### src/rtl/boot_loader.sv
// Byte-stream program loader: parses a length header, packs payload bytes into
// little-endian halfwords, writes them to program memory and verifies an XOR checksum.
module boot_loader #(
    parameter int          ADDR_W = 10,
    parameter logic [31:0] BASE   = 32'h0
) (
    input  logic              i_clk,
    input  logic              i_rst,
    input  logic              i_valid,
    input  logic [7:0]        i_data,
    output logic              o_ready,
    output logic              o_we,
    output logic [31:0]       o_addr,
    output logic [15:0]       o_wdata,
    output logic [ADDR_W:0]   o_count,
    output logic              o_run,
    output logic              o_err
);

    typedef enum logic [2:0] {
        S_LEN_LO,
        S_LEN_HI,
        S_DLO,
        S_DHI,
        S_CSUM,
        S_DONE,
        S_ERR
    } state_t;

    // Largest accepted halfword count, widened so 2^16 programs still compare correctly.
    localparam logic [16:0] CAP = 17'(1) << ADDR_W;

    state_t           state;
    logic [7:0]       len_lo;
    logic [15:0]      len;
    logic [7:0]       lo_byte;
    logic [7:0]       csum;
    logic [ADDR_W:0]  count;
    logic [ADDR_W:0]  count_inc;
    logic [15:0]      hdr_len;
    logic             take;
    logic             last_hw;

    logic             ready_reg;
    logic             we_reg;
    logic [31:0]      addr_reg;
    logic [15:0]      wdata_reg;
    logic             run_reg;
    logic             err_reg;

    assign take      = i_valid && ready_reg;
    assign count_inc = count + 1'b1;
    assign hdr_len   = {i_data, len_lo};
    assign last_hw   = (32'(count_inc) == 32'(len));

    always_ff @(posedge i_clk or posedge i_rst) begin
        if (i_rst) begin
            state     <= S_LEN_LO;
            len_lo    <= 8'h00;
            len       <= 16'h0000;
            lo_byte   <= 8'h00;
            csum      <= 8'h00;
            count     <= '0;
            ready_reg <= 1'b1;
            we_reg    <= 1'b0;
            addr_reg  <= 32'h0;
            wdata_reg <= 16'h0000;
            run_reg   <= 1'b0;
            err_reg   <= 1'b0;
        end else begin
            we_reg <= 1'b0;
            if (take) begin
                case (state)
                    S_LEN_LO: begin
                        len_lo <= i_data;
                        state  <= S_LEN_HI;
                    end
                    S_LEN_HI: begin
                        len <= hdr_len;
                        if ({1'b0, hdr_len} > CAP) begin
                            state     <= S_ERR;
                            err_reg   <= 1'b1;
                            ready_reg <= 1'b0;
                        end else if (hdr_len == 16'h0000) begin
                            state <= S_CSUM;
                        end else begin
                            state <= S_DLO;
                        end
                    end
                    S_DLO: begin
                        lo_byte <= i_data;
                        csum    <= csum ^ i_data;
                        state   <= S_DHI;
                    end
                    S_DHI: begin
                        // Address uses the pre-increment count: halfword k lands at BASE + 2k.
                        csum      <= csum ^ i_data;
                        we_reg    <= 1'b1;
                        addr_reg  <= BASE + (32'(count) << 1);
                        wdata_reg <= {i_data, lo_byte};
                        count     <= count_inc;
                        state     <= last_hw ? S_CSUM : S_DLO;
                    end
                    S_CSUM: begin
                        ready_reg <= 1'b0;
                        if (i_data == csum) begin
                            state   <= S_DONE;
                            run_reg <= 1'b1;
                        end else begin
                            state   <= S_ERR;
                            err_reg <= 1'b1;
                        end
                    end
                    default: begin
                    end
                endcase
            end
        end
    end

    assign o_ready = ready_reg;
    assign o_we    = we_reg;
    assign o_addr  = addr_reg;
    assign o_wdata = wdata_reg;
    assign o_count = count;
    assign o_run   = run_reg;
    assign o_err   = err_reg;

endmodule

### config.mk
export PLATFORM = sky130hd
export DESIGN_NAME = boot_loader
export DESIGN_NICKNAME = d
export VERILOG_FILES = /design/src/rtl/boot_loader.sv
export SDC_FILE = /design/constraint.sdc
export NUM_CORES = 1
export LEC_CHECK = 0
export ABC_AREA = 0
export CAP_MARGIN = 20
export CORE_MARGIN = 4
export CORE_UTILIZATION = 29
export DETAILED_ROUTE_END_ITERATION = 10
export PLACE_DENSITY_LB_ADDON = 0.15
export REMOVE_ABC_BUFFERS = 1
export SYNTH_ARGS = -nofsm -noshare
export SYNTH_HDL_FRONTEND = slang
export SYNTH_SLANG_ARGS = --single-unit
### constraint.sdc
create_clock -name i_clk -period 6.4 [get_ports i_clk]
set_input_delay 1.6 -clock i_clk [delete_from_list [all_inputs] [get_ports i_clk]]
set_output_delay 1.6 -clock i_clk [all_outputs]
set_load 0.01 [all_outputs]
==> flow_metrics.env, run 1 <==
export IMPL_antenna_found_initial=0
export IMPL_drtAntennaViolNets=0
export IMPL_clk_path_buf_depth=2
export IMPL_timing_final_max_slew_violations=0
export IMPL_antennaDiodeCount=0
export IMPL_clock_insertion_delay_worst_skew_ns=0.34
export IMPL_overflow=0
export IMPL_power_leakage_nw=2.28
export IMPL_route_detailed_wl_per_inst_um=14.4
export IMPL_unrepaired_setup_endpoints_after_global_routing="false"
export IMPL_timing_slew_headroom_pct=52.3
export IMPL_power_density_mw_per_mm2=223
export IMPL_timing_max_cap_violations=0
export IMPL_critical_path_slowest_cell="sky130_fd_sc_hd__nor2b_1"
export IMPL_htree_num_levels=3
export IMPL_timing_final_crit_share_pct=57.0
export IMPL_clockRootBuffer="sky130_fd_sc_hd__clkbuf_16"
export IMPL_hold_path_class="flip-flop to flip-flop"
export IMPL_syn_area_per_cell_um2=10.4
export IMPL_finalHoldWorstSlack_ns=0.468
export IMPL_dr_total_vias=2749
export IMPL_postSynthCellCount=380
export IMPL_dp_final_hpwl_um=5950
export IMPL_die_area_mm2=0.0155
export IMPL_routed_wl_um=8770
export IMPL_grt_start_max_net_pins=55
export IMPL_cts_repair_resize_count=0
export IMPL_power_consumption_mw=1.09
export IMPL_syn_area_mm2=0.00395
export IMPL_critical_path_peak_fanout=9
export IMPL_drt_initial_drc_count=176
export IMPL_cts_num_sinks=85
export IMPL_dpl_worst_slack_ns=2.32
export IMPL_max_rail_drop_vdd_mv=0.105
export IMPL_skew_ns=0.00586
export IMPL_placementRows=42
export IMPL_slew_of_the_pin_with_the_lowest_slew_margin_ns=0.714
export IMPL_synth_sequential_area_ratio_pct=53.9
export IMPL_die_width_um=125
export IMPL_cts_hold_repair_buffers=0
export IMPL_fmax_mhz=274
export IMPL_report_final_hold_viol_count=0
export IMPL_ratio_of_routed_vias_to_standard_cells=4.51
export IMPL_first_pass_iters=4
export IMPL_synth_edf_count=0
export IMPL_outcome="completed"
export IMPL_gpl_final_weighted_congestion=0.831
export IMPL_postSynth_topFlopCell="sky130_fd_sc_hd__dfrtp_1"
export IMPL_area_growth_syn_to_layout_pct=23.3
export IMPL_synth_warning_count=0
export IMPL_grt_util_all_layers_pct=11.6
export IMPL_async_reset_ff_share_pct=100
export IMPL_number_of_buffers_created_by_cts=9
export IMPL_starting_density_pct=29.7
export IMPL_final_nets=441
export IMPL_end_kind="flip-flop"
export IMPL_post_cts_setup_buffers=0
export IMPL_finalSetupTns_ns=0
export IMPL_worstPathCellList="clkdlybuf4s50_1 -> nand2_1 -> nor3b_2 -> nor2b_1 -> mux2_2"
export IMPL_required_time_of_the_critical_path_ns=6.62
export IMPL_final_critical_path_setup_slack_ns=2.75
export IMPL_cts_tree="yes"
export IMPL_finalSetupViolations=0
export IMPL_max_stage_delay_ns=0.66
export IMPL_remaining_drc_errors=0
export IMPL_critPathLaunchType="primary input"
export IMPL_worst_setup_path_type="primary input to flip-flop"
export IMPL_drive_gt1_share_pct=12.2
export IMPL_ioPinCount=74
export IMPL_clkSlewWorstSetupHoldPaths_ns=0.06
export IMPL_port_buffers=52
export IMPL_die_y_um=125
export IMPL_first_global_vias=2793
export IMPL_grt_first_pass_wirelength_um=14600
export IMPL_critPathArrivalTime_ns=3.87
export IMPL_netlist_cell_type_count=45
export IMPL_synth_seq_cells=85
export IMPL_placeableCoreArea_mm2=0.0133
export IMPL_finalWorstPathRequiredPeriod_ns=3.65
-- layout make-up --
type / instances / area, µm²
Clock inverter: 4 / 47.5
Inverter: 4 / 16.3
Sequential cell: 85 / 2130
Fill cell: 1340 / 8430
Timing Repair Buffer: 56 / 558
Multi-Input combinational cell: 273 / 1650
Tap cell: 176 / 220
Clock buffer: 12 / 246
-- path summary, 6_finish.rpt --
kind / slack [ns] / endpoint / from / cells after the start
min in group asynchronous: 1.63 / o_addr[7]$_DFFE_PP0P_ / i_rst / 2
max in group asynchronous: 3.68 / lo_byte[1]$_DFFE_PP0P_ / i_rst / 3
hold / removal: 0.47 / o_run$_DFFE_PP0P_ / o_run$_DFFE_PP0P_ / 1
hold reg to reg: 0.47 / o_run$_DFFE_PP0P_ / o_run$_DFFE_PP0P_ / 1
setup reg to reg: 3.94 / lo_byte[2]$_DFFE_PP0P_ / o_ready$_DFFE_PP1P_ / 4
setup / recovery: 2.75 / lo_byte[2]$_DFFE_PP0P_ / i_valid / 5
-- Yosys cell counts, drive strengths merged, types with 2 or more instances --
| library cell | number | share of area [%] |
|---|---|---|
| or4 | 4 | 0.76 |
| dfrtp | 84 | 53 |
| nand3 | 6 | 0.76 |
| nor2 | 11 | 1.0 |
| o21ai | 6 | 0.76 |
| inv | 4 | 0.38 |
| nor2b | 2 | 0.32 |
| buf | 29 | 4.9 |
| nor3 | 7 | 1.0 |
| a21oi | 4 | 0.51 |
| clkbuf | 9 | 0.86 |
| xor2 | 7 | 1.6 |
| mux2 | 31 | 8.8 |
| nand2b | 3 | 0.48 |
| xnor2 | 33 | 7.3 |
| nand4 | 7 | 1.1 |
| nor3b | 3 | 0.70 |
| nor4 | 3 | 0.48 |
| nand2 | 105 | 10 |
-- cells in the final DEF, fill, tap and decap left out, drive strengths merged, types with 2 or more instances in the layout --
cell             n
nand2b           3
nor3b            3
xnor2           33
a21oi            4
nor2b            2
clkinv           3
o21ai            6
nand3            6
inv              3
clkdlybuf4s50   52
conb            21
clkbuf          12
mux2            31
nor2            11
or4              4
nand2          105
nor4             3
dfrtp           84
xor2             7
nand4            7
buf              4
nor3             7
-- metrics by stage --
stage          cell area [µm²]  cells  utilization [%]
2_1_floorplan             3790    362                -
3_3_place_gp              4560    593             34.3
3_5_place_dp              4560    593             34.3
4_1_cts                   4850    609             36.5
5_1_grt                   4870    610             36.6
6_report                  4870    610             36.6
-- cell families after synthesis --
| family | synth area share [%] |
|---|---|
| AND/OR/NAND/NOR | 17.6 |
| adder cells (fa/ha/maj) | 0.317 |
| AO/OA/AOI/OAI | 4.15 |
| other | 0.0950 |
| multiplexers | 8.85 |
| buffers and inverters | 6.15 |
| flip-flops | 53.9 |
| XOR/XNOR | 8.88 |
-- worst max-delay path: cells and delay by family --
kind	cells	cell delay, ns
mux	1	0.41
buf+inv	1	0.46
simple gates	3	1.39
-- report_power, final --
group	internal (mW)	switching [mW]
Combinational	0.00836	0.0249
Sequential	0.537	0
Clock	0.312	0.204
Total	0.858	0.229
-- sequential cells by signal, indices dropped and copies added, names as in the netlist --
signal   flops
csum         8
len         16
len_lo       8
lo_byte      8
o_addr      11
o_count     11
o_err        1
o_ready      1
o_run        1
o_wdata     16
o_we         1
state        3
-- routing by layer --
| layer | vias up | wire length (µm) | track usage, % |
|---|---|---|---|
| li1 | 1319 | - | - |
| met1 | 1348 | 4060 | 15.3 |
| met2 | 68 | 4150 | 17.8 |
| met5 | - | 0 | 0 |
| met3 | 14 | 373 | 3.39 |
| met4 | 0 | 181 | 5.09 |
Note: power is estimated with default switching activity, not from simulation.
==> run 2: changes to the inputs <==
- clock period: 6.4 -> 3 ns (I/O delays scaled with it)
==> run 2 against run 1 <==
Effect of this change: clock power is 110% higher; final area is 2.5% higher; non-clock buffer count is 14 higher; first-iteration DRC count is 24% lower; utilization is 0.91 points higher; sequential power is 110% higher; sequential share of layout area is 1.1 points lower; global-route usage is 0.13 points higher; critical endpoint is now state[1]$_DFFE_PP0P_; largest power group unchanged.
==> flow_metrics.env, run 2 (synthesis results as in run 1) <==
export IMPL_fmax_mhz=394
export IMPL_grt_util_all_layers_pct=11.8
export IMPL_clkSlewWorstSetupHoldPaths_ns=0.06
export IMPL_required_time_of_the_critical_path_ns=3.23
export IMPL_starting_density_pct=29.7
export IMPL_mostFrequentLayoutCells="105 x sky130_fd_sc_hd__nand2_1, 84 x sky130_fd_sc_hd__dfrtp_1, 52 x sky130_fd_sc_hd__clkdlybuf4s50_1"
export IMPL_r2r_setup_slack_ns=0.72
export IMPL_worstPathCellList="clkdlybuf4s50_1 -> nor4_1 -> buf_4 -> nand3_1 -> or4_1 -> a222oi_1 -> a21bo_1"
export IMPL_gr_usage_met1_pct=14.7
export IMPL_outcome="completed"
export IMPL_remaining_drc_errors=0
export IMPL_report_final_hold_viol_count=0
export IMPL_overflow=0
export IMPL_final_common_cell="sky130_fd_sc_hd__nand2_1"
export IMPL_die_area_mm2=0.0155
export IMPL_gr_max_usage_layer="met2"
export IMPL_gpl_final_weighted_congestion=0.821
export IMPL_worst_setup_path_type="primary input to flip-flop"
export IMPL_ratio_of_routed_vias_to_standard_cells=4.42
export IMPL_unrepaired_setup_endpoints_after_global_routing="false"
export IMPL_antenna_found_initial=0
export IMPL_die_width_um=125
export IMPL_area_of_the_multi_input_gates_mm2=0.00165
export IMPL_cts_repair_resize_count=0
export IMPL_timing_hold_worst_start="o_run$_DFFE_PP0P_"
export IMPL_max_rail_drop_vdd_mv=0.320
export IMPL_filler_cell_count=1348
export IMPL_ioPinCount=74
export IMPL_min_delay_path_depth=1
export IMPL_clock_insertion_delay_worst_skew_ns=0.33
export IMPL_finalSetupViolations=0
export IMPL_cts_tree="yes"
export IMPL_timing_final_crit_share_pct=84.6
export IMPL_critical_path_peak_fanout=3
export IMPL_number_of_buffers_created_by_cts=9
export IMPL_critPathArrivalTime_ns=2.77
export IMPL_regArea_mm2=0.00213
export IMPL_port_buffers=52
export IMPL_placement_cell_area_mm2=0.00470
export IMPL_cts_num_sinks=85
export IMPL_dp_final_hpwl_um=6360
export IMPL_clockRootBuffer="sky130_fd_sc_hd__clkbuf_16"
export IMPL_global_route_usage_met2_pct=19.8
export IMPL_post_route_cell_area_mm2=0.00499
export IMPL_groute_layer_met3_usage_pct=3.34
export IMPL_drive_gt1_share_pct=15.0
export IMPL_rr_endpoint="state[1]$_DFFE_PP0P_"
export IMPL_cts_hold_repair_buffers=0
export IMPL_skew_ns=0.00709
export IMPL_timing_max_cap_violations=0
export IMPL_area_growth_syn_to_layout_pct=26.4
export IMPL_dr_total_vias=2759
export IMPL_drtAntennaViolNets=0
export IMPL_max_stage_delay_ns=0.50
export IMPL_htree_num_levels=3
export IMPL_critPathLaunchType="primary input"
export IMPL_placeableCoreArea_mm2=0.0133
export IMPL_hold_path_class="flip-flop to flip-flop"
export IMPL_routed_wl_um=8790
export IMPL_end_kind="flip-flop"
export IMPL_die_y_um=125
export IMPL_drt_initial_drc_count=134
export IMPL_hold_path_endpoint="o_run$_DFFE_PP0P_"
export IMPL_route_detailed_wl_per_inst_um=14.1
export IMPL_first_global_vias=2906
export IMPL_post_cts_setup_buffers=0
export IMPL_power_density_mw_per_mm2=467
export IMPL_clk_path_buf_depth=2
export IMPL_timing_final_max_slew_violations=0
export IMPL_power_leakage_nw=2.35
export IMPL_finalSetupTns_ns=0
export IMPL_final_nets=455
export IMPL_finalWorstPathRequiredPeriod_ns=2.54
export IMPL_critical_path_reg2reg_startpoint="o_count[0]$_DFFE_PP0P_"
export IMPL_grt_first_pass_wirelength_um=14800
export IMPL_grt_start_max_net_pins=33
export IMPL_worstRegToRegCells=7
export IMPL_antennaDiodeCount=0
export IMPL_critical_path_slowest_cell="sky130_fd_sc_hd__or4_1"
export IMPL_cp_startpoint="i_data[1]"
export IMPL_first_pass_iters=4
export IMPL_placementRows=42
==> run 2: area by class of cell <==
| type | instances | area share, % |
|---|---|---|
| inverters | 4 | 0.326 |
| well taps | 176 | 4.41 |
| clock inverters | 5 | 1.20 |
| clock buffers | 11 | 4.67 |
| repair buffers | 70 | 13.6 |
| multi-input cells | 273 | 33.1 |
| flip-flops and latches | 85 | 42.7 |
==> run 2: per-layer routing <==
layer / vias to the layer above / share of wire, %
li1: 1356 / -
met1: 1335 / 46
met2: 60 / 49
met3: 8 / 4.2
met4: 0 / 0.86
met5: - / 0
==> run 2: worst max-delay path by stage <==
stage,end,slack [ns],depth (start not counted)
finish,state[1]$_DFFE_PP0P_,0.46,7
floorplan,csum[0]$_DFFE_PP0P_,0.06,1
global route,state[1]$_DFFE_PP0P_,0.29,7
detailed placement,state[1]$_DFFE_PP0P_,0.09,7
CTS,state[1]$_DFFE_PP0P_,0.44,7
global placement,state[1]$_DFFE_PP0P_,0.11,7
==> run 2: power by group <==
part | internal, mW | total (mW) | leakage (nW) | switching [mW]
Combinational | 0.0289 | 0.0845 | 1.03 | 0.0556
Sequential | 1.15 | 1.15 | 1.18 | 0
Clock | 0.648 | 1.10 | 0.140 | 0.449
Total | 1.82 | 2.33 | 2.35 | 0.505
==> run 2: per-stage QoR <==
step                      util, %  cells  total power [mW]  hold WS, ns  worst slack (ns)
after CTS                    37.5    624              2.37        0.470             0.438
after global routing         37.5    624              2.41        0.498             0.294
after global placement       35.3    608              1.25        0.450             0.111
final                        37.5    624              2.33        0.460             0.461
after detailed placement     35.3    608              1.25        0.447            0.0942
after floorplan                 -    362              1.20        0.435            0.0582
==> run 2: critical path, delay by kind of cell <==
| family | cells | cell delay (ns) |
|---|---|---|
| AOI/OAI and AO/OA | 2 | 0.53 |
| buffers and inverters | 2 | 0.59 |
| and+or+nand+nor | 3 | 0.89 |
